**config.mk**
```make
export PLATFORM = sky130hd
export DESIGN_NAME = isa_io_slave
export DESIGN_NICKNAME = d
export VERILOG_FILES = /design/src/rtl/isa_io_slave.sv
export SDC_FILE = /design/constraint.sdc
export NUM_CORES = 1
export LEC_CHECK = 0
export ABC_CLOCK_PERIOD_IN_PS = 5500
export BUFFER_PORTS_ARGS = -buffer_cell sky130_fd_sc_hd__buf_2
export CAP_MARGIN = 20
export CORE_MARGIN = 2
export CORE_UTILIZATION = 30
export DETAILED_ROUTE_END_ITERATION = 10
export PLACE_DENSITY = 0.59
export SETUP_SLACK_MARGIN = 0.02
export SLEW_MARGIN = 20
export SYNTH_ARGS = -nofsm -noshare
export SYNTH_HDL_FRONTEND = slang
export SYNTH_SLANG_ARGS = --single-unit
```
**constraint.sdc**
```tcl
create_clock -name clk -period 5.5 [get_ports clk]
set_clock_uncertainty 0.05 [all_clocks]
set_input_delay 1.1 -clock clk [delete_from_list [all_inputs] [get_ports clk]]
set_output_delay 1.1 -clock clk [all_outputs]
set_load 0.05 [all_outputs]
```
**src/rtl/isa_io_slave.sv**
```systemverilog
// ISA I/O slave: windowed address decode, write strobe, read with IOCHRDY wait
// and timeout, synchronised bus strobes.
module isa_io_slave #(
  parameter int NUM_WIN     = 4,
  parameter int SYNC_STAGES = 2,
  parameter int MAX_WAIT    = 15
) (
  input  logic                   clk,
  input  logic                   rst_n,
  input  logic [16*NUM_WIN-1:0]  win_base,
  input  logic [16*NUM_WIN-1:0]  win_mask,
  input  logic [NUM_WIN-1:0]     win_en,
  input  logic [15:0]            isa_sa,
  input  logic                   isa_aen,
  input  logic                   isa_bale,
  input  logic                   isa_ior_n,
  input  logic                   isa_iow_n,
  input  logic                   isa_sbhe_n,
  input  logic [15:0]            isa_sd_in,
  output logic [15:0]            isa_sd_out,
  output logic                   isa_sd_oe,
  output logic                   isa_iochrdy_lo,
  output logic [2:0]             cyc_win,
  output logic [15:0]            cyc_addr,
  output logic                   wr_stb,
  output logic [7:0]             wr_data,
  output logic                   rd_stb,
  input  logic [7:0]             rd_data,
  input  logic                   rd_valid,
  output logic                   rd_timeout
);

  localparam logic [1:0] IDLE     = 2'd0;
  localparam logic [1:0] WR_ACT   = 2'd1;
  localparam logic [1:0] RD_WAIT  = 2'd2;
  localparam logic [1:0] RD_DRIVE = 2'd3;

  logic [1:0]           state;
  logic [SYNC_STAGES:0] ior_sh;
  logic [SYNC_STAGES:0] iow_sh;
  logic [SYNC_STAGES:0] bale_sh;
  logic [15:0]          addr_lat;
  logic [15:0]          sd_lat;
  logic [7:0]           cnt;
  logic [NUM_WIN-1:0]   hit;
  logic                 any_hit;
  logic [2:0]           sel;
  logic [15:0]          sel_base;
  logic                 ior_q;
  logic                 iow_q;
  logic                 ior_fall;
  logic                 ior_rise;
  logic                 iow_fall;
  logic                 iow_rise;
  logic                 bale_fall;
  logic                 timeout_hit;
  logic [7:0]           wr_byte;

  // Top bit of each shift register holds the previous synchronised value
  always_ff @(posedge clk) begin
    if (!rst_n) begin
      ior_sh  <= '1;
      iow_sh  <= '1;
      bale_sh <= '0;
    end else begin
      ior_sh  <= {ior_sh[SYNC_STAGES-1:0], isa_ior_n};
      iow_sh  <= {iow_sh[SYNC_STAGES-1:0], isa_iow_n};
      bale_sh <= {bale_sh[SYNC_STAGES-1:0], isa_bale};
    end
  end

  assign ior_q     = ior_sh[SYNC_STAGES-1];
  assign iow_q     = iow_sh[SYNC_STAGES-1];
  assign ior_fall  = ior_sh[SYNC_STAGES] & ~ior_q;
  assign ior_rise  = ~ior_sh[SYNC_STAGES] & ior_q;
  assign iow_fall  = iow_sh[SYNC_STAGES] & ~iow_q;
  assign iow_rise  = ~iow_sh[SYNC_STAGES] & iow_q;
  assign bale_fall = bale_sh[SYNC_STAGES] & ~bale_sh[SYNC_STAGES-1];

  always_comb begin
    hit = '0;
    for (int n = 0; n < NUM_WIN; n++) begin
      hit[n] = win_en[n] & ~isa_aen &
               ((addr_lat & win_mask[16*n +: 16]) ==
                (win_base[16*n +: 16] & win_mask[16*n +: 16]));
    end
  end

  assign any_hit = |hit;

  // Descending scan so the lowest-index hit wins
  always_comb begin
    sel      = '0;
    sel_base = '0;
    for (int n = NUM_WIN - 1; n >= 0; n--) begin
      if (hit[n]) begin
        sel      = 3'(n);
        sel_base = win_base[16*n +: 16];
      end
    end
  end

  assign timeout_hit = (cnt + 8'd1) == 8'(MAX_WAIT);
  assign wr_byte     = (!isa_sbhe_n && addr_lat[0]) ?
                       sd_lat[15:8] : sd_lat[7:0];

  always_ff @(posedge clk) begin
    if (!rst_n) begin
      state          <= IDLE;
      addr_lat       <= '0;
      sd_lat         <= '0;
      cnt            <= '0;
      isa_sd_out     <= '0;
      isa_sd_oe      <= 1'b0;
      isa_iochrdy_lo <= 1'b0;
      cyc_win        <= '0;
      cyc_addr       <= '0;
      wr_stb         <= 1'b0;
      wr_data        <= '0;
      rd_stb         <= 1'b0;
      rd_timeout     <= 1'b0;
    end else begin
      wr_stb <= 1'b0;
      rd_stb <= 1'b0;
      if (bale_fall) addr_lat <= isa_sa;
      unique case (state)
        IDLE: begin
          if (iow_fall && ior_q && any_hit) begin
            state    <= WR_ACT;
            cyc_win  <= sel;
            cyc_addr <= addr_lat - sel_base;
          end else if (ior_fall && iow_q && any_hit) begin
            state          <= RD_WAIT;
            rd_stb         <= 1'b1;
            isa_iochrdy_lo <= 1'b1;
            cnt            <= '0;
            cyc_win        <= sel;
            cyc_addr       <= addr_lat - sel_base;
          end
        end
        WR_ACT: begin
          sd_lat <= isa_sd_in;
          if (iow_rise) begin
            wr_stb  <= 1'b1;
            wr_data <= wr_byte;
            state   <= IDLE;
          end
        end
        RD_WAIT: begin
          cnt <= cnt + 8'd1;
          if (ior_rise) begin
            isa_iochrdy_lo <= 1'b0;
            state          <= IDLE;
          end else if (rd_valid) begin
            isa_sd_out     <= {rd_data, rd_data};
            isa_sd_oe      <= 1'b1;
            isa_iochrdy_lo <= 1'b0;
            state          <= RD_DRIVE;
          end else if (timeout_hit) begin
            isa_sd_out     <= 16'hFFFF;
            isa_sd_oe      <= 1'b1;
            isa_iochrdy_lo <= 1'b0;
            rd_timeout     <= 1'b1;
            state          <= RD_DRIVE;
          end
        end
        RD_DRIVE: begin
          if (ior_rise) begin
            isa_sd_out <= '0;
            isa_sd_oe  <= 1'b0;
            state      <= IDLE;
          end
        end
        default: state <= IDLE;
      endcase
    end
  end

endmodule

```
==> metrics.txt, run 1 <==
Post-Route WL=21980 um; Detail Route Antenna Nets=0; Cell Rows=50; Filler cells=1963; post_cts resized=0; post-synth top area share=31.59%; Placed Cells=1154; DRC=0; Placement Setup Slack=0.1698 ns; setup tns final=0 ns; detailed placement HPWL=18040 um; #FFs+latches synth=90; Skew-Pair Late Insertion Delay=0.35 ns; final setup fails=0; largest area contributor in the netlist=dfxtp_1; Synth Area per Inst=7.802 um^2; diode count=0; Leakage=3.365 nW; crit-path cells=buf_2, xor2_1, a22oi_1, nand4_1, a2111oi_4, nor2b_1, buf_4, a221oi_1, o31a_1, ha_1, o21a_1, o21ai_0, a21oi_1, a211o_1, o41ai_1, buf_4, xnor2_1, a21oi_1; Reg clk slew, reported paths=0.07 ns; grt met2 use=37.63%; max cap viols=0; CP max stage delay=0.51 ns; Gate Count Post-Synth=731; HP Class=reg -> reg; number of global-route vias before repair=5677; post-synthesis net count=929; GR Util met3=4.725%; minimum clock period=5.074 ns; fmax=197.1 MHz; initial antenna violation count=0; RSZ-0062 raised after global routing=no; starting density of the core=30.49%; most frequent cells in the layout=buf_2, nand2_1, dfxtp_1; CP required=5.67 ns; clock tree buffer depth=2; Port-buffer cells=226; Post-synth ARST share=0%; Overall Power=0.001632 W; unique cell type count in the Yosys netlist=57; Final period util=92.26%; non-filler cells, final=1170; Ys Warns=0; Die Ht=141.9 um; Final Wtd Congestion=0.9854; core area=0.01871 mm^2; M1 GR Usage=24.60%; first-pass GRT wire length=32540 um; gr ovfl total=0; total CTS buffers=9; Area growth syn-to-layout=29.07%; final setup margin=0.4259 ns; Most Used Layer, Global Route=met2; TritonCTS clock tree=yes; Detailed Routing Iterations Pass 1=7; count of flip-flops with a built-in enable after synthesis=0; crit path kind=in -> reg; clock sinks=90; Hold-fix buffers, CTS=0; layout cells sized above 1=28.95%; per-cell routed wire length=18.78 um; Seq/Total Area, Yosys=31.59%; CTS root buffer=clkbuf_16; Max IR drop VDD=0.1492 mV; hold violation total from the final report=0; routed via count=6011; Synth area leaders=dfxtp_1, xor2_1, a21oi_1; crit-path max FO=12; total setup buffers inserted after CTS=0; power density cells=221.7 mW/mm^2; initial drt markers=343; crit end category=flip-flop; gr usage total=21.24%; largest net degree at the start of global routing=42; Final Core Density=39.35%; fin nets=1129; WP data arrival=5.25 ns; startpoint types=input pin; drt via density=5.138; H-tree depth=3; Max stage delay cell, worst path=a2111oi_4; Synth Cell Area=0.005703 mm^2; max_slew headroom=38.32%; most common cell after layout, fill and taps aside=buf_2; Die ar.=0.02013 mm^2; max-slew violations=0; Worst-Margin Slew=0.9219 ns; Synth Flop Type=dfxtp_1; status=finished clean; Die W=141.9 um; IO Count=228
metal layers:
metal	wire, um	vias up
met2	10640	280
met4	826	0
met5	0	-
met3	1484	45
li1	-	2935
met1	9023	2751
kinds of logic after synthesis:
kind of cell	count (synthesis)	synth area share (%)
AOI/OAI and AO/OA	181	20.93
xor gates and xnor gates	80	12.29
adders and majority gates	18	4.081
buffers and inverters	76	6.428
DFF	90	31.59
muxes	21	3.686
other	1	0.06576
and+or+nand+nor	264	20.93
stage by stage:
step,hold WS [ns],instance area [um^2]
final,0.3569,7361
after global routing,0.3814,7361
after CTS,0.3625,7358
after detailed placement,0.3458,7014
after global placement,0.3476,7014
after floorplan,0.3363,5703
synth_stat cells (8+ instances only):
master / number
buf_4: 12
o21ai_0: 14
nor2b_1: 8
inv_1: 16
a21oi_1: 79
a22oi_1: 22
clkbuf_1: 22
nand4_1: 8
nand2b_1: 19
ha_1: 17
mux2i_1: 21
nor3_1: 24
a211oi_1: 13
xnor2_1: 11
a221oi_1: 16
buf_2: 17
nand2_1: 94
nand3_1: 8
dfxtp_1: 90
xor2_1: 69
nor2_1: 83
area by class of cell:
class	instances	area (um^2)	share of cell area [%]
well taps	234	292.8	3.978
multi-input cells	565	3562	48.39
clock inverters	6	115.1	1.564
flip-flops and latches	90	1802	24.48
inverters	17	63.81	0.8669
repair buffers	248	1296	17.61
clock buffers	10	229.0	3.111
worst paths after layout:
kind	from	to	slack, ns	cells past startpoint
setup / recovery	win_base[36]	cyc_addr[15]$_SDFFE_PN0P_	0.43	18
hold / removal	ior_sh[0]$_SDFF_PN1_	ior_sh[1]$_SDFF_PN1_	0.36	1
setup reg to reg	addr_lat[1]$_SDFFE_PN0P_	cyc_addr[15]$_SDFFE_PN0P_	0.74	18
hold reg to reg	ior_sh[0]$_SDFF_PN1_	ior_sh[1]$_SDFF_PN1_	0.36	1
where the power goes:
group / switching, W / internal, W / leakage, nW
Clock: 0.000269 / 0.000446 / 0.163
Sequential: 0.00000954 / 0.000657 / 0.727
Combinational: 0.000136 / 0.000114 / 2.47
Total: 0.000414 / 0.00122 / 3.36
flip-flops by register name (all words and copies together) (netlist names):
register	cells
bale_sh	3
sd_lat	16
rd_timeout	1
isa_sd_out	8
state	2
wr_stb	1
cyc_win	2
isa_iochrdy_lo	1
addr_lat	16
isa_sd_oe	1
ior_sh	3
cnt	8
cyc_addr	16
wr_data	8
iow_sh	3
rd_stb	1
worst max-delay path: cells and delay by family:
kind                     cells  cell delay (ns)
XOR/XNOR                     2             0.26
AND/OR/NAND/NOR              2             0.38
buffers and inverters        3             0.51
adder cells (fa/ha/maj)      1             0.27
AO/OA/AOI/OAI               10             2.72
No activity file was read; power rests on OpenSTA's default activity.
==> run 2, diff against run 1 <==
--- a/config.mk
+++ b/config.mk
@@ -5,7 +5,7 @@
 export SDC_FILE = /design/constraint.sdc
 export NUM_CORES = 1
 export LEC_CHECK = 0
-export ABC_CLOCK_PERIOD_IN_PS = 5500
+export ABC_CLOCK_PERIOD_IN_PS = 6600
 export BUFFER_PORTS_ARGS = -buffer_cell sky130_fd_sc_hd__buf_2
 export CAP_MARGIN = 20
 export CORE_MARGIN = 2
@@ -13,6 +13,7 @@
 export DETAILED_ROUTE_END_ITERATION = 10
 export PLACE_DENSITY = 0.59
 export SETUP_SLACK_MARGIN = 0.02
+export SKIP_CTS_REPAIR_TIMING = 1
 export SLEW_MARGIN = 20
 export SYNTH_ARGS = -nofsm -noshare
 export SYNTH_HDL_FRONTEND = slang
==> constraint.sdc (replaced) <==
create_clock -name clk -period 6.6 [get_ports clk]
set_clock_uncertainty 0.05 [all_clocks]
set_input_delay 1.32 -clock clk [delete_from_list [all_inputs] [get_ports clk]]
set_output_delay 1.32 -clock clk [all_outputs]
set_load 0.05 [all_outputs]
==> run 2 against run 1 <==
Against the previous run: routed wire length fell by 0.94%; critical path type unchanged; combinational power down 18%; flip-flop and latch count stayed put.
==> metrics.txt, run 2 (synthesized netlist as in run 1, its figures left out) <==
status=finished clean (unchanged); first-pass GRT wire length=32420 um (was 32540 um); Die W=141.9 um (unchanged); core area=0.01871 mm^2 (unchanged); WP data arrival=5.69 ns (was 5.25 ns); DRC=0 (unchanged); fmax=181.1 MHz; Detail Route Antenna Nets=0 (unchanged); initial antenna violation count=0 (unchanged); H-tree depth=3 (unchanged); IO Count=228 (unchanged); Worst-Margin Slew=0.8955 ns (was 0.9219 ns); minimum clock period=5.522 ns; gr usage total=21.24% (about the same); gr ovfl total=0 (unchanged); clock sinks=90 (unchanged); drt via density=5.071 (was 5.138); layout cells sized above 1=28.26% (was 28.95%); Post-Route WL=21770 um (was 21980 um); fin nets=1120 (was 1129); minimum hold slack=0.3606 ns (was 0.3569 ns); Cell Rows=50 (unchanged); max-slew violations=0 (unchanged); crit-path max FO=4 (was 12); Die Ht=141.9 um (unchanged); CP required=6.76 ns (was 5.67 ns); Final Wtd Congestion=1.009 (was 0.9854); Skew-Pair Late Insertion Delay=0.34 ns (was 0.35 ns); Filler cells=1995 (was 1963); crit end category=flip-flop (unchanged); per-cell routed wire length=18.75 um (was 18.78 um); most common cell after layout, fill and taps aside=buf_2 (unchanged); Detailed Routing Iterations Pass 1=5 (was 7); Reg clk slew, reported paths=0.07 ns (about the same); most frequent cells in the layout=buf_2, nand2_1, dfxtp_1 (unchanged); Final period util=83.67%; Die ar.=0.02013 mm^2 (unchanged); number of global-route vias before repair=5753 (was 5677); Port-buffer cells=226 (unchanged); most used cell, CP=a21o_1; initial drt markers=333 (was 343); TritonCTS clock tree=yes (unchanged); non-filler cells, final=1161 (was 1170); top flop regs=addr_lat: 16 flops, cyc_addr: 16 flops, sd_lat: 16 flops (unchanged); max_slew headroom=40.08% (was 38.32%); HP Class=reg -> reg (unchanged); Final Core Density=38.92% (was 39.35%); detailed placement HPWL=17730 um (was 18040 um); power density cells=183.7 mW/mm^2 (was 221.7 mW/mm^2); crit path kind=in -> reg (unchanged); CTS root buffer=clkbuf_16 (unchanged); Leakage=3.321 nW (was 3.365 nW); Max stage delay cell, worst path=a222oi_1 (was a2111oi_4); crit-path cells=buf_2, xor2_1, a222oi_1, inv_1, nor3_1, nor2b_1, a221oi_1, o31ai_1, ha_1, inv_1, fa_1, a21o_1, a21o_1, a211oi_1, o21bai_1, a21o_1, a311o_1, mux2i_1, nor2_1 (was buf_2, xor2_1, a22oi_1, nand4_1, a2111oi_4, nor2b_1, buf_4, a221oi_1, o31a_1, ha_1, o21a_1, o21ai_0, a21oi_1, a211o_1, o41ai_1, buf_4, xnor2_1, a21oi_1); clock tree buffer depth=2 (unchanged); hold violation total from the final report=0 (unchanged); CP max stage delay=0.43 ns (was 0.51 ns); diode count=0 (unchanged); Placed Cells=1144 (was 1154); Max IR drop VDD=0.1403 mV (was 0.1492 mV); Area growth syn-to-layout=27.67% (was 29.07%); setup tns final=0 ns (unchanged); max cap viols=0 (unchanged); Placement Setup Slack=0.7398 ns (was 0.1698 ns); RSZ-0062 raised after global routing=no (unchanged); largest net degree at the start of global routing=43 (was 42); routed via count=5887 (was 6011); final setup fails=0 (unchanged); total CTS buffers=9 (unchanged); starting density of the core=30.49% (unchanged); startpoint types=input pin (unchanged); final setup margin=1.078 ns (was 0.4259 ns)
-- run 2: cell count changes in the layout (fill, tap and decap cells not counted) --
cell        previous run  this run
nor2_2                 1         0
nor2_1                82        83
buf_4                 22        13
clkinvlp_4             1         0
bufinv_16              3         2
clkbuf_8               0         1
inv_6                  0         3
clkinv_4               2         1
clkbuf_1               1         0
-- run 2: area by class of cell --
cell class	instances	area (um^2)	area share, %
repair buffers	239	1229	16.88
clock inverters	6	95.09	1.306
multi-input cells	565	3560	48.89
well taps	234	292.8	4.021
inverters	17	63.81	0.8764
clock buffers	10	239.0	3.282
flip-flops and latches	90	1802	24.75
-- run 2: metrics by stage --
step / instance area [um^2] / total power, W
floorplan: 5703 / 0.0006662
global placement: 6939 / 0.0007729
detailed placement: 6939 / 0.0007717
CTS: 7273 / 0.001354
global route: 7281 / 0.001396
finish: 7281 / 0.001337
-- run 2: per-layer routing --
metal	wire length, um	up-vias	GRT usage, %
li1	-	2922	-
met1	9143	2668	25.26
met2	10290	256	36.97
met3	1416	41	4.117
met4	921	0	9.842
met5	0	-	0
-- run 2: power by group --
group | switching (W) | total [W] | internal [W]
Sequential | 0.00000820 | 0.000556 | 0.000547
Combinational | 0.000113 | 0.000204 | 0.0000908
Clock | 0.000231 | 0.000578 | 0.000347
-- run 2: worst paths after layout --
kind	start	to	slack, ns	cells after the start
max	win_base[52]	cyc_addr[10]$_SDFFE_PN0P_	1.08	19
min	ior_sh[0]$_SDFF_PN1_	ior_sh[1]$_SDFF_PN1_	0.36	1
max reg2reg	addr_lat[4]$_SDFFE_PN0P_	cyc_addr[10]$_SDFFE_PN0P_	1.43	18
min reg2reg	ior_sh[0]$_SDFF_PN1_	ior_sh[1]$_SDFF_PN1_	0.36	1
-- run 2: worst max-delay path: cells and delay by family --
family                   cells  cell delay, ns
multiplexers                 1            0.14
buffers and inverters        3            0.26
adder cells (fa/ha/maj)      2            0.64
AO/OA/AOI/OAI                9            2.31
AND/OR/NAND/NOR              3            0.87
XOR/XNOR                     1            0.14
